<file path="src/rtl/serial_add_sched_if.sv">
// rtl/serial_add_sched_if.sv - two job request channels and one response channel of the shared adder
// The slave side is the scheduler; the master side is the requesters plus the result consumer.
interface serial_add_sched_if #(
    parameter int WIDTH = 256
);
    logic             req0_valid;
    logic             req0_ready;
    logic [WIDTH-1:0] req0_a;
    logic [WIDTH-1:0] req0_b;
    logic             req0_cin;

    logic             req1_valid;
    logic             req1_ready;
    logic [WIDTH-1:0] req1_a;
    logic [WIDTH-1:0] req1_b;
    logic             req1_cin;

    logic             rsp_valid;
    logic             rsp_ready;
    logic             rsp_id;
    logic [WIDTH-1:0] rsp_sum;
    logic             rsp_cout;

    modport master (
        output req0_valid, req0_a, req0_b, req0_cin,
        input  req0_ready,
        output req1_valid, req1_a, req1_b, req1_cin,
        input  req1_ready,
        input  rsp_valid, rsp_id, rsp_sum, rsp_cout,
        output rsp_ready
    );

    modport slave (
        input  req0_valid, req0_a, req0_b, req0_cin,
        output req0_ready,
        input  req1_valid, req1_a, req1_b, req1_cin,
        output req1_ready,
        output rsp_valid, rsp_id, rsp_sum, rsp_cout,
        input  rsp_ready
    );
endinterface

</file>
<file path="src/rtl/serial_add_sched.sv">
// rtl/serial_add_sched.sv - round-robin scheduler around a shared chunk-serial adder
// One job in flight: accept, WIDTH/CHUNK add cycles LSB chunk first, then hold the result until taken.
module serial_add_sched #(
    parameter int WIDTH = 256,
    parameter int CHUNK = 8
) (
    input  logic              clk,
    input  logic              rst,
    serial_add_sched_if.slave bus,
    output logic              busy
);
    localparam int N  = WIDTH / CHUNK;
    localparam int CW = (N > 1) ? $clog2(N) : 1;
    localparam logic [CW-1:0] LAST = CW'(N - 1);

    typedef enum logic [1:0] {IDLE, RUN, RESP} state_t;
    state_t state, state_nx;

    logic [WIDTH-1:0] a_q, b_q, sum_q;
    logic             carry_q, cout_q, id_q, last_grant_q;
    logic [CW-1:0]    cnt_q;

    logic             grant, any_valid, accept;
    logic [CHUNK:0]   slice;
    logic [WIDTH-1:0] sum_nx;

    assign any_valid = bus.req0_valid | bus.req1_valid;
    // With both pending the requester that did not win last time goes next.
    assign grant = (bus.req0_valid & bus.req1_valid) ? ~last_grant_q : bus.req1_valid;

    assign slice  = {1'b0, a_q[CHUNK-1:0]} + {1'b0, b_q[CHUNK-1:0]} + {{CHUNK{1'b0}}, carry_q};
    // New chunk enters at the top so after N cycles the LSB chunk has reached bit 0.
    assign sum_nx = (sum_q >> CHUNK) | (WIDTH'(slice[CHUNK-1:0]) << (WIDTH - CHUNK));

    always_comb begin
        state_nx       = state;
        accept         = 1'b0;
        bus.req0_ready = 1'b0;
        bus.req1_ready = 1'b0;
        case (state)
            IDLE: begin
                if (!rst && any_valid) begin
                    accept         = 1'b1;
                    bus.req0_ready = ~grant;
                    bus.req1_ready = grant;
                    state_nx       = RUN;
                end
            end
            RUN: begin
                if (cnt_q == LAST) state_nx = RESP;
            end
            RESP: begin
                if (bus.rsp_ready) state_nx = IDLE;
            end
            default: state_nx = IDLE;
        endcase
    end

    always_ff @(posedge clk or posedge rst) begin
        if (rst) begin
            state        <= IDLE;
            a_q          <= '0;
            b_q          <= '0;
            sum_q        <= '0;
            carry_q      <= 1'b0;
            cout_q       <= 1'b0;
            id_q         <= 1'b0;
            last_grant_q <= 1'b1;
            cnt_q        <= '0;
        end else begin
            state <= state_nx;
            case (state)
                IDLE: begin
                    if (accept) begin
                        a_q          <= grant ? bus.req1_a : bus.req0_a;
                        b_q          <= grant ? bus.req1_b : bus.req0_b;
                        carry_q      <= grant ? bus.req1_cin : bus.req0_cin;
                        id_q         <= grant;
                        last_grant_q <= grant;
                        cnt_q        <= '0;
                    end
                end
                RUN: begin
                    a_q     <= a_q >> CHUNK;
                    b_q     <= b_q >> CHUNK;
                    sum_q   <= sum_nx;
                    carry_q <= slice[CHUNK];
                    cnt_q   <= cnt_q + CW'(1);
                    if (cnt_q == LAST) cout_q <= slice[CHUNK];
                end
                default: ;
            endcase
        end
    end

    assign bus.rsp_valid = (state == RESP);
    assign bus.rsp_sum   = sum_q;
    assign bus.rsp_cout  = cout_q;
    assign bus.rsp_id    = id_q;
    assign busy          = (state != IDLE);
endmodule

</file>
<file path="src/flat_wrapper.sv">
// flat-port wrapper written by rule: the top's interface ports become plain ports
module serial_add_sched_flat 
#(
    parameter int WIDTH = 256,
    parameter int CHUNK = 8
)
  (clk, rst, busy, bus_req0_valid, bus_req0_a, bus_req0_b, bus_req0_cin, bus_req0_ready, bus_req1_valid, bus_req1_a, bus_req1_b, bus_req1_cin, bus_req1_ready, bus_rsp_valid, bus_rsp_id, bus_rsp_sum, bus_rsp_cout, bus_rsp_ready);
  serial_add_sched_if #(.WIDTH(WIDTH)) bus_i ();
  input  logic clk;
  input  logic rst;
  output logic busy;
  input wire logic [$bits(bus_i.req0_valid)-1:0] bus_req0_valid;
  input wire logic [$bits(bus_i.req0_a)-1:0] bus_req0_a;
  input wire logic [$bits(bus_i.req0_b)-1:0] bus_req0_b;
  input wire logic [$bits(bus_i.req0_cin)-1:0] bus_req0_cin;
  output wire logic [$bits(bus_i.req0_ready)-1:0] bus_req0_ready;
  input wire logic [$bits(bus_i.req1_valid)-1:0] bus_req1_valid;
  input wire logic [$bits(bus_i.req1_a)-1:0] bus_req1_a;
  input wire logic [$bits(bus_i.req1_b)-1:0] bus_req1_b;
  input wire logic [$bits(bus_i.req1_cin)-1:0] bus_req1_cin;
  output wire logic [$bits(bus_i.req1_ready)-1:0] bus_req1_ready;
  output wire logic [$bits(bus_i.rsp_valid)-1:0] bus_rsp_valid;
  output wire logic [$bits(bus_i.rsp_id)-1:0] bus_rsp_id;
  output wire logic [$bits(bus_i.rsp_sum)-1:0] bus_rsp_sum;
  output wire logic [$bits(bus_i.rsp_cout)-1:0] bus_rsp_cout;
  input wire logic [$bits(bus_i.rsp_ready)-1:0] bus_rsp_ready;
  assign bus_i.req0_valid = bus_req0_valid;
  assign bus_i.req0_a = bus_req0_a;
  assign bus_i.req0_b = bus_req0_b;
  assign bus_i.req0_cin = bus_req0_cin;
  assign bus_req0_ready = bus_i.req0_ready;
  assign bus_i.req1_valid = bus_req1_valid;
  assign bus_i.req1_a = bus_req1_a;
  assign bus_i.req1_b = bus_req1_b;
  assign bus_i.req1_cin = bus_req1_cin;
  assign bus_req1_ready = bus_i.req1_ready;
  assign bus_rsp_valid = bus_i.rsp_valid;
  assign bus_rsp_id = bus_i.rsp_id;
  assign bus_rsp_sum = bus_i.rsp_sum;
  assign bus_rsp_cout = bus_i.rsp_cout;
  assign bus_i.rsp_ready = bus_rsp_ready;
  serial_add_sched #(.WIDTH(WIDTH), .CHUNK(CHUNK)) u_core (.clk(clk), .rst(rst), .bus(bus_i), .busy(busy));
endmodule
</file>
<file path="config.mk">
export PLATFORM = sky130hd
export DESIGN_NAME = serial_add_sched_flat
export DESIGN_NICKNAME = d
export VERILOG_FILES = /design/src/rtl/serial_add_sched_if.sv /design/src/rtl/serial_add_sched.sv /design/src/flat_wrapper.sv
export SDC_FILE = /design/constraint.sdc
export NUM_CORES = 2
export LEC_CHECK = 0
export ABC_AREA = 1
export ABC_CLOCK_PERIOD_IN_PS = 37500
export CAP_MARGIN = 15
export CELL_PAD_IN_SITES_DETAIL_PLACEMENT = 1
export CELL_PAD_IN_SITES_GLOBAL_PLACEMENT = 1
export CORE_AREA = 2 2 501 503
export CTS_CLUSTER_SIZE = 10
export DETAILED_ROUTE_END_ITERATION = 10
export DIE_AREA = 0 0 503 505
export GPL_TIMING_DRIVEN = 1
export PLACE_DENSITY = 0.4
export RECOVER_POWER = 100
export SLEW_MARGIN = 20
export SYNTH_ARGS = -nofsm -noshare
export SYNTH_HDL_FRONTEND = slang
export SYNTH_SLANG_ARGS = --single-unit
export TNS_END_PERCENT = 1
</file>
<file path="constraint.sdc">
create_clock -name clk -period 37.5 [get_ports clk]
set_input_delay 3.75 -clock clk [delete_from_list [all_inputs] [get_ports clk]]
set_output_delay 3.75 -clock clk [all_outputs]
set_load 0.01 [all_outputs]
</file>
### Yosys cells after proc, flatten, opt, wreduce, memory -nomap -nowiden

Cells that the tools add are included.

| storage, ports and cells | value |
|---|---|
| register bits after elaboration | 779 |
| input port bits | 1031 |

| operators by class | value |
|---|---|
| add/sub/neg operators | 3 |
| bitwise operators | 5 |
| mux-type cells | 22 |
| reduce and logical (&&, ||, !) cells | 9 |
| equality and inequality tests | 7 |

Operators with widths:

| operator | number |
|---|---|
| 256-bit 2-to-1 mux | 4 |
| 256-bit case mux with 2 select lines | 2 |
| 248-bit by 256-bit OR with 256-bit output | 1 |
| 5-bit case mux with 2 select lines | 1 |
| 8-bit by 8-bit adder with 9-bit output | 1 |
| 9-bit by 1-bit adder with 9-bit output | 1 |
| 1-bit 2-to-1 mux | 9 |
| 2-bit by 1-bit inequality test with 1-bit output, second input constant | 4 |
| 2-bit 2-to-1 mux | 3 |
| 2-bit case mux with 3 select lines | 1 |
| 2-bit AND reduction | 3 |
| 5-bit by 1-bit adder with 5-bit output, second input constant | 1 |
| 5-bit equality test, second input constant | 1 |
| 5-bit 2-to-1 mux | 1 |
| 2-bit nonzero test | 2 |
| 3-bit AND reduction | 1 |
| 2-bit by 1-bit equality test with 1-bit output, second input constant | 1 |
| 2-bit equality test, second input constant | 1 |
| 2-bit logical NOT | 1 |
| 1-bit inverter | 2 |
| 1-bit case mux with 2 select lines | 1 |
| 1-bit bitwise AND | 1 |
| 1-bit logical AND | 1 |
| 1-bit logical NOT | 1 |
| 1-bit OR | 1 |

### Longest topological paths before layout

| logic depth | value |
|---|---|
| depth after elaboration | 6 |
| gate-level depth with buffers | 10 |

### Worst setup path after synthesis

No wires, ideal clock.

| timing path | value |
|---|---|
| path kind | input to output |
| start | input port rst |
| end | output port bus_req0_ready |
| setup slack | 9.935 ns |
| data required time | 33.750 ns |
| buffers on the path | 1 |
| arrival time | 23.815 ns |
| stages on the path | 4 |
| cells stage by stage | inv_1 o211ai_2 nor2_1 buf_2 |

| on the way | value |
|---|---|
| longest elaborated chain between the ends | 4 |

RTL lines:

| what | line | source |
|---|---|---|
| from (decl) | flat_wrapper.sv:10 | `input logic rst;` |
| 1-bit logical NOT | serial_add_sched.sv:42 | `if (!rst && any_valid) begin` |
| 1-bit logical AND | serial_add_sched.sv:42 |  |
| 1-bit 2-to-1 mux | serial_add_sched.sv:42 |  |
| 1-bit 2-to-1 mux | serial_add_sched.sv:40 | `case (state)` |
| to (decl) | flat_wrapper.sv:16 | `output wire logic [$bits(bus_i.req0_ready)-1:0] bus_req0_ready;` |

Every way passes these cells.

### Worst setup path after layout

| timing path | value |
|---|---|
| start | register u_core.state[0] |
| end | register u_core.a_q[133] |

| on the way | value |
|---|---|
| longest elaborated chain between the ends | 4 |
| elaborated cells on any way between the ends | 7 |
| classes of those cells | eq/ne (2); mux (2); reduce/logical (3) |

RTL lines:

| what | line | source |
|---|---|---|
| from (decl) | serial_add_sched.sv:17 | `state_t state, state_nx;` |
| from (signal assigned) | serial_add_sched.sv:71 | `state <= state_nx;` |
| 2-bit logical NOT | serial_add_sched.sv:40, serial_add_sched.sv:72 |  |
| 1-bit 2-to-1 mux | serial_add_sched.sv:40 |  |
| 2-bit by 1-bit inequality test with 1-bit output (no source line) | n/a |  |
| 2-bit AND reduction (no source line) | n/a |  |
| to (signal assigned) | serial_add_sched.sv:75 | `a_q <= grant ? bus.req1_a : bus.req0_a;` |
| to (signal assigned) | serial_add_sched.sv:84 | `a_q <= a_q >> CHUNK;` |
| to (decl) | serial_add_sched.sv:19 | `logic [WIDTH-1:0] a_q, b_q, sum_q;` |

Parallel ways exist; a longest one is shown, timed or not.
A chain may end at the register's enable or synchronous reset.

==> impl_metrics.prom <==
# TYPE chip_impl_metric gauge
chip_impl_metric{name="max-slew-margin-rel",unit=""} -4.55
chip_impl_metric{name="drc",unit=""} 0
chip_impl_metric{name="grt_pass1_wl",unit="µm"} 332000
chip_impl_metric{name="final_max_slew_viol_count",unit=""} 2242
chip_impl_info{name="crit_type",value="flip-flop to flip-flop"} 1
chip_impl_metric{name="port-buffer-count",unit=""} 1292
chip_impl_metric{name="synthesis.instances",unit=""} 5088
chip_impl_info{name="tritoncts",value="done"} 1
chip_impl_metric{name="worst_skew_pair.late_latency",unit="ps"} 730
chip_impl_info{name="start_kind",value="flip-flop"} 1
chip_impl_metric{name="timing.critical_path.slowest_cell_delay",unit="ps"} 5320
chip_impl_metric{name="initialDrtViolationCount",unit=""} 2273
chip_impl_info{name="hold_path_class",value="flip-flop to flip-flop"} 1
chip_impl_metric{name="synth.lib_cells_used.distinct",unit=""} 28
chip_impl_metric{name="antenna_violations_before_repair",unit=""} 117
chip_impl_metric{name="grt_max_degree",unit=""} 142
chip_impl_metric{name="setup_viol",unit=""} 0
chip_impl_metric{name="pwr_density_cell",unit="mW/mm²"} 77.0
chip_impl_metric{name="num_rows",unit=""} 183
chip_impl_info{name="ctsRootBufferMaster",value="clkbuf_16"} 1
chip_impl_metric{name="place_congestion",unit=""} 0.832
chip_impl_metric{name="ys_ff_latch",unit=""} 779
chip_impl_info{name="status",value="complete, but fails checks"} 1
chip_impl_metric{name="max_slew.worst_pin.slew",unit="ps"} 8320
chip_impl_metric{name="floorplan.initialDensity",unit=""} 0.155
chip_impl_metric{name="share_of_the_yosys_chip_area_belonging_to_registers",unit=""} 0.505
chip_impl_metric{name="numCtsBuffers",unit=""} 107
chip_impl_metric{name="drt.antenna.violating_nets",unit=""} 0
chip_impl_metric{name="finalSetupTns",unit="ps"} 0
chip_impl_metric{name="post_cts.resized_instances",unit=""} 0
chip_impl_metric{name="die_y",unit="µm"} 505
chip_impl_metric{name="netlist_area",unit="mm²"} 0.0386
chip_impl_metric{name="cts_htree_levels",unit=""} 3
chip_impl_info{name="yosys.area.top_type",value="dfrtp_1"} 1
chip_impl_info{name="synth_ff_type",value="dfrtp_1"} 1
chip_impl_metric{name="global_route.usage.total",unit=""} 0.184
chip_impl_metric{name="fillers",unit=""} 29500
chip_impl_metric{name="number_of_buffers_on_the_longest_clock_path",unit=""} 3
chip_impl_metric{name="synth.avg_cell_area",unit="µm²"} 7.58
chip_impl_metric{name="timing_hold_violations_final",unit=""} 0
chip_impl_metric{name="drt_pre_antenna_iters",unit=""} 5
chip_impl_metric{name="design.portCount",unit=""} 1293
chip_impl_metric{name="crit_arrival",unit="ps"} 19880
chip_impl_metric{name="async_reset_ff_frac",unit=""} 1.00
chip_impl_metric{name="drive_gt1_frac",unit=""} 0.0325
chip_impl_metric{name="die_area",unit="mm²"} 0.254
chip_impl_info{name="violations",value="max-capacitance violations, max-slew violations"} 1
chip_impl_metric{name="clk_pin_slew_worst_paths",unit="ps"} 60
chip_impl_metric{name="synth_top_area_share",unit=""} 0.505
chip_impl_metric{name="clock-skew-final",unit="ps"} 29.0
chip_impl_metric{name="cellLeakagePower",unit="nW"} 25.7
chip_impl_metric{name="vias",unit=""} 39600
chip_impl_metric{name="synth_nets",unit=""} 6130
chip_impl_info{name="yosysMostFrequentCell",value="nand2_1"} 1
chip_impl_metric{name="cp_max_fo",unit=""} 122
chip_impl_metric{name="final_min_period_over_clock_period",unit=""} 0.515
chip_impl_info{name="ys_top_cells_by_count",value="2133 x nand2_1, 778 x dfrtp_1, 471 x a21oi_1, 304 x o21ai_0, 289 x nand3_1"} 1
chip_impl_metric{name="route.detailed.vias_per_inst",unit=""} 4.13
chip_impl_metric{name="routedWlPerCell",unit="µm"} 25.2
chip_impl_metric{name="first_global_vias",unit=""} 41700
chip_impl_info{name="worst_setup_path_end_kind",value="flip-flop"} 1
chip_impl_metric{name="fp.coreArea",unit="mm²"} 0.248
chip_impl_info{name="crit_chain",value="inv_1 > nor2_1 > clkinvlp_2 > nand2_1 > clkinvlp_2 > clkbuf_1 > clkbuf_1 > nand2_1 > o21ai_0"} 1
chip_impl_metric{name="chipWidth",unit="µm"} 503
chip_impl_info{name="synth_top_cells_by_area",value="dfrtp_1 50%, nand2_1 21%, a21oi_1 6.1%, o211ai_1 5.1%, o21ai_0 3.9%"} 1
chip_impl_metric{name="detailedPlacementHpwl",unit="µm"} 182000
chip_impl_metric{name="whs",unit="ps"} 465
chip_impl_metric{name="area_added_between_synthesis_and_finish",unit="%"} 50.5
chip_impl_metric{name="global_route.overflow_total",unit=""} 0
chip_impl_metric{name="cp_data_required_time",unit="ps"} 38090
chip_impl_metric{name="layout.nets",unit=""} 7200
chip_impl_metric{name="cts.hold.buffers_added",unit=""} 0
chip_impl_metric{name="post-route-min-period",unit="ps"} 19300
chip_impl_metric{name="max_cap_viol",unit=""} 32
chip_impl_metric{name="wl",unit="µm"} 242000
chip_impl_metric{name="yosysWarningCount",unit=""} 0
chip_impl_metric{name="cts.sink_count",unit=""} 779
chip_impl_metric{name="timing.fmax",unit="GHz"} 0.0518
chip_impl_metric{name="max-vdd-ir-drop",unit="µV"} 39.4
chip_impl_info{name="grt_setup_unrepaired",value="false"} 1
chip_impl_info{name="critical-path-slowest-cell",value="clkinvlp_2"} 1
chip_impl_metric{name="synth-edff-count",unit=""} 0
chip_impl_metric{name="cts_setup_buffers",unit=""} 0
## path summary, 6_finish.rpt
check	start	end	slack, ps	cells past startpoint
max	u_core.state[0]$_DFFE_PP0P_	u_core.a_q[133]$_DFFE_PP0P_	18200	9
min	u_core.bus.rsp_sum[2]$_DFFE_PP0P_	u_core.bus.rsp_sum[2]$_DFFE_PP0P_	460	2
max in group asynchronous	rst	u_core.b_q[183]$_DFFE_PP0P_	19910	4
min in group asynchronous	rst	u_core.a_q[171]$_DFFE_PP0P_	3900	2
max reg2reg	u_core.state[0]$_DFFE_PP0P_	u_core.a_q[133]$_DFFE_PP0P_	18200	9
min reg2reg	u_core.bus.rsp_sum[2]$_DFFE_PP0P_	u_core.bus.rsp_sum[2]$_DFFE_PP0P_	460	2
## logic make-up after synthesis
kind of cell	share of synthesized area
simple gates	0.247
compound gates	0.175
flops	0.505
buf+inv	0.0680
fa+ha+maj	0.00396
xor+xnor	0.000681
## routing by layer
| layer | vias to the layer above | routed length [µm] | global-route usage | share of wire |
|---|---|---|---|---|
| met5 | - | 380 | 0 | 0.0016 |
| met4 | 62 | 5340 | 0.0507 | 0.022 |
| met3 | 307 | 17600 | 0.0544 | 0.073 |
| met2 | 1157 | 115000 | 0.307 | 0.48 |
| met1 | 19300 | 103000 | 0.229 | 0.43 |
| li1 | 18800 | - | - | - |
## layout by cell type, fill, tap and decap left out, types with 2 or more instances in the layout
| cell type | n |
|---|---|
| a21oi_1 | 471 |
| buf_12 | 3 |
| buf_4 | 27 |
| bufinv_16 | 6 |
| clkbuf_1 | 57 |
| clkbuf_16 | 107 |
| clkbuf_8 | 29 |
| clkdlybuf4s50_1 | 1031 |
| clkinv_16 | 4 |
| clkinv_2 | 10 |
| clkinv_4 | 2 |
| clkinvlp_2 | 3 |
| clkinvlp_4 | 2 |
| dfrtp_1 | 778 |
| diode_2 | 25 |
| dlygate4sd3_1 | 261 |
| fa_1 | 2 |
| ha_1 | 9 |
| inv_1 | 247 |
| inv_6 | 3 |
| nand2_1 | 2133 |
| nand3_1 | 289 |
| nand3b_1 | 2 |
| nor2_1 | 14 |
| o211ai_1 | 264 |
| o21ai_0 | 472 |
| o22ai_1 | 2 |
| xor2_1 | 2 |
## registers in the layout, summed over array words and instances, names as in the netlist
signal,count
u_core.last_grant_q,1
u_core.bus.rsp_sum,256
u_core.cnt_q,5
u_core.b_q,256
u_core.state,2
u_core.bus.rsp_id,1
u_core.a_q,256
u_core.bus.rsp_cout,1
u_core.carry_q,1
## critical path: cells and delay by family, from the launching register on
family | cells | cell delay, ps
DFF | 1 | 390
buffers and inverters | 5 | 12480
AOI/OAI and AO/OA | 1 | 140
and+or+nand+nor | 3 | 5780
## report_power, final
part	leakage (nW)	internal, mW	total, mW	switching (mW)
Clock	1.76	0.625	1.06	0.439
Combinational	14.1	0.702	1.85	1.15
Sequential	9.78	1.24	1.55	0.310
Total	25.7	2.57	4.47	1.90
## through the flow
| step | utilization | setup slack, ps | instance area [µm²] | instances | power (mW) |
|---|---|---|---|---|---|
| 2_1_floorplan | - | 9930 | 38600 | 5088 | 2.51 |
| 3_3_place_gp | 0.220 | 26940 | 54600 | 9378 | 3.49 |
| 3_5_place_dp | 0.220 | 26890 | 54600 | 9378 | 3.52 |
| 4_1_cts | 0.235 | 26880 | 58200 | 9571 | 4.63 |
| 5_1_grt | 0.234 | 15620 | 58000 | 9588 | 4.85 |
| 6_report | 0.234 | 18200 | 58100 | 9597 | 4.47 |
## final cells by class
class                   count  area, µm²  share of cell area
inverters                 251        953              0.0164
multi-input cells        3668      16500               0.284
repair buffers           1351      13300               0.229
flip-flops and latches    779      19500               0.336
well taps                3330       4170              0.0718
diodes                     25       62.6             0.00108
clock buffers             165       3190              0.0549
clock inverters            28        425             0.00733
(Power assumes the default switching activity.)
